[config.mk]
export PLATFORM = sky130hd
export DESIGN_NAME = main_memory_interface
export DESIGN_NICKNAME = d
export VERILOG_FILES = /design/src/rtl/main_memory_interface.sv
export SDC_FILE = /design/constraint.sdc
export NUM_CORES = 1
export LEC_CHECK = 0
export ABC_AREA = 1
export CORE_MARGIN = 2
export CORE_UTILIZATION = 25
export DETAILED_ROUTE_END_ITERATION = 12
export HOLD_SLACK_MARGIN = 0.03
export PLACE_DENSITY = 0.47
export SLEW_MARGIN = 10
export SYNTH_ARGS = -nofsm -noshare
export SYNTH_HDL_FRONTEND = slang
export SYNTH_SLANG_ARGS = --single-unit
[constraint.sdc]
create_clock -name clock -period 3.9 [get_ports clock]
set_clock_uncertainty 0.2 [all_clocks]
set_input_delay 0.585 -clock clock [delete_from_list [all_inputs] [get_ports clock]]
set_output_delay 0.585 -clock clock [all_outputs]
set_load 0.02 [all_outputs]
[src/rtl/main_memory_interface.sv]
`default_nettype none
// +--------------------------------------------------------------------------+
// | main_memory_interface                                                    |
// |                                                                          |
// | Bridges a line-oriented last-level cache and a word-oriented main        |
// | memory. A cache read (R_REQ), write-back (WB_REQ) or flush (FLUSH) is    |
// | split into WORDS_PER_LINE sequential single-word memory transactions,    |
// | starting at the line base (request address with the offset cleared).     |
// | When every word has been acknowledged, one line-wide MEM_RESP goes back  |
// | to the cache and is held until the cache returns to NO_REQ.              |
// |                                                                          |
// | Ports:                                                                   |
// |   clock, reset                 clock and async active-high reset         |
// |   cache2interface_msg/address/data   line request from the cache        |
// |   interface2cache_msg/address/data   line response to the cache         |
// |   mem2interface_msg/address/data     per-word acknowledge from memory   |
// |   interface2mem_msg/address/data     per-word request to memory         |
// |                                                                          |
// | Build option: MAIN_MEM_IF_ADDR_CHECK_EN                                  |
// |   defined   - MEM_RESP accepted only if its address matches the current  |
// |               word address (stale acknowledges are ignored)              |
// |   undefined - any MEM_RESP is accepted; memory must pulse MEM_RESP for   |
// |               exactly one cycle per word                                 |
// |                                                                          |
// | Revision: 1.0  initial release                                           |
// +--------------------------------------------------------------------------+
module main_memory_interface #(
  parameter int OFFSET_BITS      = 2,
  parameter int DATA_WIDTH       = 8,
  parameter int ADDRESS_WIDTH    = 12,
  parameter int MSG_BITS         = 4,
  localparam int WORDS_PER_LINE  = 1 << OFFSET_BITS,
  localparam int BUS_WIDTH       = DATA_WIDTH * WORDS_PER_LINE
) (
  input  logic                     clock,
  input  logic                     reset,
  input  logic [MSG_BITS-1:0]      cache2interface_msg,
  input  logic [ADDRESS_WIDTH-1:0] cache2interface_address,
  input  logic [BUS_WIDTH-1:0]     cache2interface_data,
  output logic [MSG_BITS-1:0]      interface2cache_msg,
  output logic [ADDRESS_WIDTH-1:0] interface2cache_address,
  output logic [BUS_WIDTH-1:0]     interface2cache_data,
  input  logic [MSG_BITS-1:0]      mem2interface_msg,
  input  logic [ADDRESS_WIDTH-1:0] mem2interface_address,
  input  logic [DATA_WIDTH-1:0]    mem2interface_data,
  output logic [MSG_BITS-1:0]      interface2mem_msg,
  output logic [ADDRESS_WIDTH-1:0] interface2mem_address,
  output logic [DATA_WIDTH-1:0]    interface2mem_data
);

  localparam logic [MSG_BITS-1:0] NO_REQ   = MSG_BITS'(0);
  localparam logic [MSG_BITS-1:0] R_REQ    = MSG_BITS'(1);
  localparam logic [MSG_BITS-1:0] WB_REQ   = MSG_BITS'(2);
  localparam logic [MSG_BITS-1:0] FLUSH    = MSG_BITS'(3);
  localparam logic [MSG_BITS-1:0] MEM_RESP = MSG_BITS'(4);

  typedef enum logic [1:0] {
    IDLE         = 2'd0,
    READ_MEMORY  = 2'd1,
    WRITE_MEMORY = 2'd2,
    RESPOND      = 2'd3
  } state_t;

  state_t                   state;
  logic [OFFSET_BITS-1:0]   counter;
  logic [OFFSET_BITS-1:0]   next_counter;
  logic [ADDRESS_WIDTH-1:0] req_address;
  logic [ADDRESS_WIDTH-1:0] line_base;
  logic [BUS_WIDTH-1:0]     line;
  logic [BUS_WIDTH-1:0]     line_with_word;
  logic [DATA_WIDTH-1:0]    next_write_word;
  logic                     last_word;
  logic                     word_ack;

  assign line_base    = {cache2interface_address[ADDRESS_WIDTH-1:OFFSET_BITS], {OFFSET_BITS{1'b0}}};
  assign next_counter = counter + 1'b1;
  assign last_word    = (counter == OFFSET_BITS'(WORDS_PER_LINE - 1));

`ifdef MAIN_MEM_IF_ADDR_CHECK_EN
  // interface2mem_address always holds base+counter, so it is the word being waited on.
  assign word_ack = (mem2interface_msg == MEM_RESP) &&
                    (mem2interface_address == interface2mem_address);
`else
  logic unused_mem_address;
  assign unused_mem_address = ^mem2interface_address;
  assign word_ack = (mem2interface_msg == MEM_RESP);
`endif

  // Line buffer with the incoming read word merged in, so the final word can
  // be forwarded to the cache in the same cycle it is stored.
  always_comb begin
    line_with_word = line;
    line_with_word[counter*DATA_WIDTH +: DATA_WIDTH] = mem2interface_data;
  end

  // Wraps to word 0 after the last word; only used while more words remain.
  assign next_write_word = line[next_counter*DATA_WIDTH +: DATA_WIDTH];

  always_ff @(posedge clock or posedge reset) begin
    if (reset) begin
      state                   <= IDLE;
      counter                 <= '0;
      req_address             <= '0;
      line                    <= '0;
      interface2cache_msg     <= NO_REQ;
      interface2cache_address <= '0;
      interface2cache_data    <= '0;
      interface2mem_msg       <= NO_REQ;
      interface2mem_address   <= '0;
      interface2mem_data      <= '0;
    end else begin
      case (state)
        IDLE: begin
          counter <= '0;
          if (cache2interface_msg == R_REQ) begin
            req_address           <= cache2interface_address;
            interface2mem_msg     <= R_REQ;
            interface2mem_address <= line_base;
            state                 <= READ_MEMORY;
          end else if (cache2interface_msg == WB_REQ || cache2interface_msg == FLUSH) begin
            req_address           <= cache2interface_address;
            line                  <= cache2interface_data;
            interface2mem_msg     <= WB_REQ;
            interface2mem_address <= line_base;
            interface2mem_data    <= cache2interface_data[DATA_WIDTH-1:0];
            state                 <= WRITE_MEMORY;
          end
        end

        READ_MEMORY: begin
          if (word_ack) begin
            line    <= line_with_word;
            counter <= next_counter;
            if (last_word) begin
              interface2mem_msg       <= NO_REQ;
              interface2cache_msg     <= MEM_RESP;
              interface2cache_address <= req_address;
              interface2cache_data    <= line_with_word;
              state                   <= RESPOND;
            end else begin
              interface2mem_address <= interface2mem_address + 1'b1;
            end
          end
        end

        WRITE_MEMORY: begin
          if (word_ack) begin
            counter <= next_counter;
            if (last_word) begin
              interface2mem_msg       <= NO_REQ;
              interface2cache_msg     <= MEM_RESP;
              interface2cache_address <= req_address;
              interface2cache_data    <= line;
              state                   <= RESPOND;
            end else begin
              interface2mem_address <= interface2mem_address + 1'b1;
              interface2mem_data    <= next_write_word;
            end
          end
        end

        RESPOND: begin
          if (cache2interface_msg == NO_REQ) begin
            interface2cache_msg <= NO_REQ;
            counter             <= '0;
            state               <= IDLE;
          end
        end

        default: state <= IDLE;
      endcase
    end
  end

endmodule
`default_nettype wire

==> results.cfg <==
[floorplan]
core_mm2 = 0.0268
die_h_um = 169
placementRows = 60
dieArea_mm2 = 0.0284
ios = 146
dieWidth_um = 169
start_util_pct = 25.3

[synth]
netlist_area_mm2 = 0.00677
ys_ff_latch = 115
synth-async-reset-ratio_pct = 100
synth_warnings = 0
synth-main-ff-cell = dfrtp_1
synth_edf_count = 0
ys_types = 28
netlist_instances = 979
avgSynthCellArea_um2 = 6.91
yosysSeqAreaShare_pct = 42.5

[clock_network]
clk_path_buf_depth = 2
cts_buffers = 17
cts_setup_buffers = 0
cts-resized-gates = 0
clk_latency_ps = 420
cts_sinks = 115
cts_hold_repair.buffers = 0
htree_levels = 4
cts_tree = done
cts.clk_slew.worst_paths_ps = 70
cts-root-buf = clkbuf_16

[pwr]
cellPowerDensity_mw_per_mm2 = 794
vdd_ir_drop_max_mv = 0.336
leakage_nw = 4.30

[sta]
fin_ws_ps = 1260
tns_ps = 0
hold_viol = 0
rsz0062_at_grt = no
tightestPinTransition_ps = 854
fin_crit_ps = 2640
fmax_ghz = 0.378
slew-limit-headroom_pct = 43.0
holdWs_ps = 263
slew_violations = 0
period_share_pct = 67.8
setup_viol = 0

[routing]
drcViolationCount = 0
dr.pass1.iters = 5
dr_total_vias = 6592
drt-initial-drc-count = 512
wl_mm = 22.4
antenna_left = 0
wl_per_cell_um = 15.5
viasPerCell = 4.56

[placement]
place_ws_ps = 1240
gp_congestion = 0.821
portBuffers = 128
dpl_cell_area_mm2 = 0.00835
place_hpwl_mm = 15.8

[outcome]
status = finished, final reports clean

[layout]
nets = 1178
syn_to_final_growth_pct = 32.4
final_area_mm2 = 0.00896
antennaDiodeCount = 0
drive_gt1_share_pct = 7.16

[critical_path]
cp.required_ps = 4070
crit_type = reg -> reg
path_max_fanout = 22
start_kind = flip-flop
reg2reg_slack_ps = 1260
worst_ep_arrival_time_ps = 2810
end_kind = flip-flop

[grt]
antenna_found_initial = 0
grt_pass1_wl_mm = 35.4
grt_usage_pct = 16.1
overflow = 0
grt_pass1_vias = 6418
grt_max_degree = 51

[flow_run]
max_cap_viol_count = 0

[min_path]
hp-class = reg -> reg
-- worst max-delay path: stages, from the launching register on --
cell and delay (ps):
dfrtp_1 380, inv_1 80, buf_4 260, ha_1 480
inv_1 170, nor2_1 450, nand4_1 270, o211ai_1 160
nand2_1 80, nand2_1 60
-- where the power goes --
group,internal [mW],switching [mW]
combinational,1.25,2.22
clock,1.03,0.639
sequential,1.62,0.352
-- sequential cells by signal (all words and copies together), names as in the netlist, 8 cells and up --
register	cells
interface2mem_data	8
interface2cache_address	12
line	32
req_address	12
interface2cache_data	32
interface2mem_address	12
-- cell usage in the layout (no fill, tap or decap), drive strengths merged --
cell / instances
o21ai: 42
ha: 13
nor2: 107
clkbuf: 19
dfrtp: 115
nand2: 410
buf: 15
o21bai: 1
o22ai: 2
nand3: 81
clkinv: 1
mux2: 7
inv: 70
a21oi: 15
conb: 5
or2: 11
nand4: 22
clkdlybuf4s50: 128
bufinv: 3
o211ai: 30
nor3: 1
and3: 1
nand3b: 1
clkinvlp: 4
-- path summary, 6_finish.rpt --
kind,start,endpoint,depth (start not counted)
max,counter[0],interface2cache_data[21],9
min,req_address[5],interface2cache_address[5],2
max reg2reg,counter[0],interface2cache_data[21],9
min reg2reg,req_address[5],interface2cache_address[5],2
max in group asynchronous,reset,line[13],3
min in group asynchronous,reset,req_address[5],2
-- cell type report --
| cell class | count | area, µm² |
|---|---|---|
| Sequential cell | 115 | 2880 |
| Clock buffer | 19 | 443 |
| Tap cell | 341 | 427 |
| Clock inverter | 13 | 173 |
| Fill cell | 2837 | 17800 |
| Timing Repair Buffer | 143 | 1390 |
| Inverter | 65 | 246 |
| Multi-Input combinational cell | 749 | 3400 |
-- cells in the mapped netlist, drive strengths merged, types with 2 or more instances --
cell type,instances,share of area (%)
o211ai,30,3.3
nor2,107,6.2
nand2,410,23
inv,65,3.6
or2,11,1.0
nand3,81,6.0
o22ai,2,0.18
mux2,7,1.2
buf,33,2.7
o21ai,42,3.1
nand4,22,2.0
a21oi,15,1.2
clkbuf,21,1.2
dfrtp,115,43
ha,13,2.4
-- metrics by stage --
| step | instances | power [mW] | util [%] |
|---|---|---|---|
| after floorplan | 983 | 4.36 | - |
| after global placement | 1413 | 5.48 | 31.1 |
| after detailed placement | 1413 | 5.51 | 31.1 |
| after CTS | 1445 | 7.20 | 33.4 |
| after global routing | 1445 | 7.75 | 33.4 |
| final | 1445 | 7.12 | 33.4 |
-- layer usage --
layer	part of all wire, %	global-route usage (%)	up-vias
met1	49	22.3	3060
li1	-	-	3337
met4	2.3	5.88	0
met5	0	0	-
met3	4.1	3.25	32
met2	45	24.9	163
-- cells by family after synthesis --
logic type / Yosys count / synth area share (%)
AOI/OAI and AO/OA: 90 / 7.95
adders and majority gates: 13 / 2.40
buffers and inverters: 119 / 7.45
DFF: 115 / 42.5
muxes: 7 / 1.16
other: 1 / 0.0554
and+or+nand+nor: 634 / 38.5
Power figures use the tool's default switching activity.
